$ cat src/rtl/click_event_counter.sv
// click_event_counter: button front end (2-flop synchroniser, debouncer,
// rising-edge pulse) feeding a WIDTH-bit loadable up/down counter that
// wraps or saturates at its limits, with compare-match and terminal-count.
module click_event_counter #(
  parameter int WIDTH           = 8,
  parameter int DEBOUNCE_CYCLES = 16,
  parameter int SATURATE        = 0
) (
  input  logic             clk,
  input  logic             rst,
  input  logic             click,
  input  logic             en,
  input  logic             mode,
  input  logic             up_dn,
  input  logic             load,
  input  logic [WIDTH-1:0] load_val,
  input  logic [WIDTH-1:0] cmp_val,
  output logic [WIDTH-1:0] count_val,
  output logic             match,
  output logic             tc,
  output logic             click_pulse
);

  localparam int             DW      = $clog2(DEBOUNCE_CYCLES);
  localparam logic [DW-1:0]  DB_LAST = DW'(DEBOUNCE_CYCLES - 1);
  localparam logic [WIDTH-1:0] CNT_MAX = '1;
  localparam logic [WIDTH-1:0] CNT_MIN = '0;

  logic          sync_q1;
  logic          sync_q2;
  logic          level;
  logic [DW-1:0] db_cnt;
  logic          differs;
  logic          db_fire;
  logic          step;

  logic [WIDTH-1:0] count_nxt;
  logic             tc_nxt;

  // Bring the raw button level into the clock domain.
  always_ff @(posedge clk or posedge rst) begin
    if (rst) begin
      sync_q1 <= 1'b0;
      sync_q2 <= 1'b0;
    end else begin
      sync_q1 <= click;
      sync_q2 <= sync_q1;
    end
  end

  // Debounce qualifiers: level flips once sync has differed for DEBOUNCE_CYCLES cycles.
  always_comb begin
    differs = (sync_q2 != level);
    db_fire = differs && (db_cnt == DB_LAST);
  end

  // Debounced level, stability counter and press pulse (press only, never release).
  always_ff @(posedge clk or posedge rst) begin
    if (rst) begin
      level       <= 1'b0;
      db_cnt      <= '0;
      click_pulse <= 1'b0;
    end else begin
      click_pulse <= db_fire && sync_q2;
      if (db_fire) begin
        level  <= sync_q2;
        db_cnt <= '0;
      end else if (differs) begin
        db_cnt <= db_cnt + 1'b1;
      end else begin
        db_cnt <= '0;
      end
    end
  end

  // Counter next state: load beats step; a step at a limit wraps or holds and flags tc.
  always_comb begin
    count_nxt = count_val;
    tc_nxt    = 1'b0;
    step      = en && (mode ? click_pulse : 1'b1);
    if (load) begin
      count_nxt = load_val;
    end else if (step) begin
      if (up_dn) begin
        if (count_val == CNT_MAX) begin
          tc_nxt    = 1'b1;
          count_nxt = (SATURATE != 0) ? CNT_MAX : CNT_MIN;
        end else begin
          count_nxt = count_val + 1'b1;
        end
      end else begin
        if (count_val == CNT_MIN) begin
          tc_nxt    = 1'b1;
          count_nxt = (SATURATE != 0) ? CNT_MIN : CNT_MAX;
        end else begin
          count_nxt = count_val - 1'b1;
        end
      end
    end
  end

  // Counter and terminal-count registers.
  always_ff @(posedge clk or posedge rst) begin
    if (rst) begin
      count_val <= '0;
      tc        <= 1'b0;
    end else begin
      count_val <= count_nxt;
      tc        <= tc_nxt;
    end
  end

  // Compare-match is purely combinational on the registered count.
  always_comb begin
    match = (count_val == cmp_val);
  end

endmodule
$ cat config.mk
export PLATFORM = sky130hd
export DESIGN_NAME = click_event_counter
export DESIGN_NICKNAME = d
export VERILOG_FILES = /design/src/rtl/click_event_counter.sv
export SDC_FILE = /design/constraint.sdc
export NUM_CORES = 1
export LEC_CHECK = 0
export CAP_MARGIN = 15
export CELL_PAD_IN_SITES_DETAIL_PLACEMENT = 0
export CELL_PAD_IN_SITES_GLOBAL_PLACEMENT = 2
export CORE_AREA = 2 2 69 71
export CTS_CLUSTER_DIAMETER = 200
export DETAILED_ROUTE_END_ITERATION = 8
export DIE_AREA = 0 0 71 73
export GPL_TIMING_DRIVEN = 0
export PLACE_DENSITY = 0.86
export SETUP_SLACK_MARGIN = 0.5
export SYNTH_ARGS = -nofsm -noshare
export SYNTH_HDL_FRONTEND = slang
export SYNTH_SLANG_ARGS = --single-unit
$ cat constraint.sdc
create_clock -name clk -period 2.64 [get_ports clk]
set_input_delay 0.792 -clock clk [delete_from_list [all_inputs] [get_ports clk]]
set_output_delay 0.792 -clock clk [all_outputs]
set_load 0.05 [all_outputs]
### Word-level counts from Yosys, hierarchy flattened

Index checks and enable logic that the tools add are counted.

* register bits: 17
* input port bits: 23
* output and inout bits: 11
* logic and storage cells: 32

* $add $sub $neg: 3
* eq/ne operators: 4
* muxes and demuxes: 13
* reductions and logical operators: 5

Operator list (count)
* 2-to-1 mux 8 bit: 5
* adder 8 x 1 -> 8 bit (second input constant): 1
* equality test 8 bit: 1
* equality test 8 bit (second input constant): 1
* logical NOT 8 bit: 1
* 2-to-1 mux 4 bit: 2
* subtractor 8 x 1 -> 8 bit (second input constant): 1
* 2-to-1 mux 1 bit: 6
* adder 4 x 1 -> 4 bit (second input constant): 1
* equality test 4 bit (second input constant): 1
* logical AND 1 bit: 3
* nonzero test 2 bit: 1
* inequality test 1 bit: 1

### Depth between registers and ports, before layout

* depth after elaboration: 5
* mapped depth: 8
* depth with buffers taken out: 7

### Worst setup path after synthesis

No wires, ideal clock.

* kind: reg2out
* from: register count_val[2]
* to: output match
* arrival: 1876 ps
* required time: 1848 ps
* slack: -28 ps
* cell stages (with the launch flop): 5
* buffers on the path: 1
* path through: dfrtp_1 buf_2 xnor2_1 nand4_1 nor2_1

* word-level cells in the longest chain between the ends: 1

RTL lines
* from (decl): line 18 `output logic [WIDTH-1:0] count_val,`
* from (signal assigned): line 108 `count_val <= count_nxt;`
* equality test 8 bit: line 115 `match = (count_val == cmp_val);`
* to (decl): line 19 `output logic match,`

Every way passes these cells.

### Worst setup path in the final report

* from: input cmp_val[4]
* to: output match

* word-level cells in the longest chain between the ends: 1

RTL lines
* from (decl): line 17 `input logic [WIDTH-1:0] cmp_val,`
* equality test 8 bit: line 115

Every way passes these cells.

==> impl_metrics.toml <==
[synth]
synth_top_area_frac = 0.333
synth_compound_gate_area_share = 0.226
synth_warnings = 0
synth_nets = 176
synth-edff-count = 0
ys_top_cells_by_area = "dfrtp_1, xnor2_1, o21ai_0, a21oi_1, ha_1"
async_flop_share = 1.00
syn_area_per_cell_sq_um = 8.58
synth_top_family_by_area = "compound AO/OA/AOI/OAI gates"
syn_inst = 149
netlist_area_sq_mm = 0.00128
yosys.area.top_type = "dfrtp_1"
synth_seq_cells = 17
synth-simple-area-share = 0.214
ys_seq_area_frac = 0.333
synth_top_flop_cell = "dfrtp_1"
synth.area.mux_share = 0.00881
synth_xor_area_frac = 0.0959
synth-adder-area-share = 0.0391
synth_cell_type_count = 46

[run_status]
status = "finished, final reports clean"

[finish]
fill_cells = 474
area_growth_syn_to_layout_pct = 40.8
layout.cells.non_filler = 241
nNetsFinal = 215
final_common_cell = "clkdlybuf4s50_1"
final_cell_mix = "clkdlybuf4s50_1, nor2_1, nand2_1"
drive_gt1_frac = 0.267
diodes = 0

[placed_design]
dp_slack_ns = -0.645
hpwlAfterDp_um = 2570
place.gp.congestion = 0.834
placed_cells = 235
numPortBuffers = 32

[power_and_ir_drop]
power.total_w = 0.000829
power.leakage_nw = 0.790
peakVddDrop_uv = 247
power_density_mw_per_mm2 = 460

[grt]
grt_remaining_overflow = 0
antenna_found_initial = 0
grt_start_max_net_pins = 18
grt_pass1_vias = 1243
grt_pass1_wl_um = 5670
track_usage = 0.136

[setup_path]
cp_max_fo = 1
r2r_start = "count_val[0]"
path_class = "in -> out"
ff2ff_path_depth = 8
startpoint_type = "primary input"
crit_arrival_ns = 1.46
critPathCaptureType = "output pin"
startpoint = "cmp_val[4]"
crit_required_ns = 1.85

[sta]
maxSlewHeadroom = 0.553
finalSetupTns_ns = 0
rsz0062_at_grt = "true"
period_needed_ns = 2.25
finalSetupViolCount = 0
hold_viol = 0
worst_slew_pin_slew_ns = 0.669
post-route-period-util = 0.852
skew_ns = 0.00247
final-max-slew-violation-count = 0
setup_slack_ns = 0.389
fmax_ghz = 0.444

[die]
fp.dieArea_sq_mm = 0.00518
core_sq_mm = 0.00454
io_pins = 34
start_util = 0.282
fp.dieW_um = 71
fp.dieH_um = 73
row_count = 25

[clocking]
htree_levels = 1
clkLatencyLatePin_ns = 0.25
clk_path_buf_depth = 2
root_buffer = "clkbuf_8"
cts.clk_slew.worst_paths_ns = 0.06
cts_tree = "yes"
cts.sinks = 17
numCtsBuffers = 3
cts-hold-fix-buffers = 0

[drt]
first_pass_iters = 4
drt_iter0_drc = 82
drcViolationCount = 0
via_per_inst = 5.15
via_count = 1242
ant_nets = 0
wirelength_um = 3330
wire_per_inst_um = 13.8

[job]
drv_cap = 0

[min_path]
whs_path_depth = 0
hold_path_startpoint = "sync_q1"
hold_class = "reg -> reg"
## metrics by stage
step | instance area (sq um) | util | hold slack [ns]
after floorplan | 1330 | - | 0.331
after global placement | 1720 | 0.378 | 0.337
after detailed placement | 1720 | 0.378 | 0.347
after CTS | 1740 | 0.383 | 0.362
after global routing | 1800 | 0.397 | 0.372
final | 1800 | 0.397 | 0.359
## worst max-delay path, stage by stage
cell	delay, ns
buf_2	0.11
xnor2_2	0.11
nand4_1	0.15
nor2_4	0.13
buf_6	0.16
## synth_stat cells, drive strengths merged (2+ instances only)
library cell	n
nand4	3
o22ai	2
a21oi	10
xnor2	11
buf	9
ha	4
nand3	8
o211ai	4
nor3	2
clkbuf	3
nand2	11
a31oi	3
and3	3
nor4b	2
o21a	2
o21ai	11
nor2	14
xor2	3
dfrtp	17
inv	9
## sequential cells by signal (all words and copies together) (netlist names)
register and flops:
click_pulse 1, level 1, count_val 8, tc 1, sync_q1 1, sync_q2 1
db_cnt 4
## power by group
group | switching [W] | leakage (nW) | internal, W
Clock | 0.0000857 | 0.0228 | 0.000107
Combinational | 0.000196 | 0.560 | 0.000143
Sequential | 0.0000156 | 0.207 | 0.000282
Total | 0.000297 | 0.790 | 0.000532
## kinds of logic (layout without fill, tap and decap cells)
logic type | after synthesis | count (layout)
AOI/OAI and AO/OA | 44 | 44
xor gates and xnor gates | 14 | 14
adders and majority gates | 4 | 4
buffers and inverters | 21 | 59
DFF | 17 | 17
muxes | 1 | 1
and+or+nand+nor | 48 | 48
## layer usage
layer / up-vias / share of wire / track usage
met2: 35 / 0.51 / 0.242
met5: - / 0 / 0
li1: 604 / - / -
met3: 2 / 0.042 / 0.0193
met4: 0 / 0.0051 / 0.0294
met1: 601 / 0.44 / 0.176
## final timing paths
path | endpoint | slack [ns]
setup / recovery | match | 0.39
hold / removal | sync_q2 | 0.36
setup reg to reg | count_val[3] | 0.70
hold reg to reg | sync_q2 | 0.36
max in group asynchronous | count_val[1] | 1.24
min in group asynchronous | sync_q1 | 0.94
## final cells by class
class | instances | area [sq um] | area share
Clock buffer | 4 | 45.0 | 0.0250
Buffer | 12 | 85.1 | 0.0473
Inverter | 9 | 33.8 | 0.0188
Tap cell | 54 | 67.6 | 0.0375
Sequential cell | 17 | 435 | 0.242
Timing Repair Buffer | 34 | 309 | 0.172
Multi-Input combinational cell | 111 | 825 | 0.458
## repair_timing
| item | in CTS | in global routing |
|---|---|---|
| endpoints found under the setup margin | 13 | 4 |
| pin swaps | 10 | 7 |
| resized for setup | 54 | 16 |
| hold endpoints to repair | 0 | 0 |
| setup buffers | 0 | 2 |
Power figures use the tool's default switching activity.
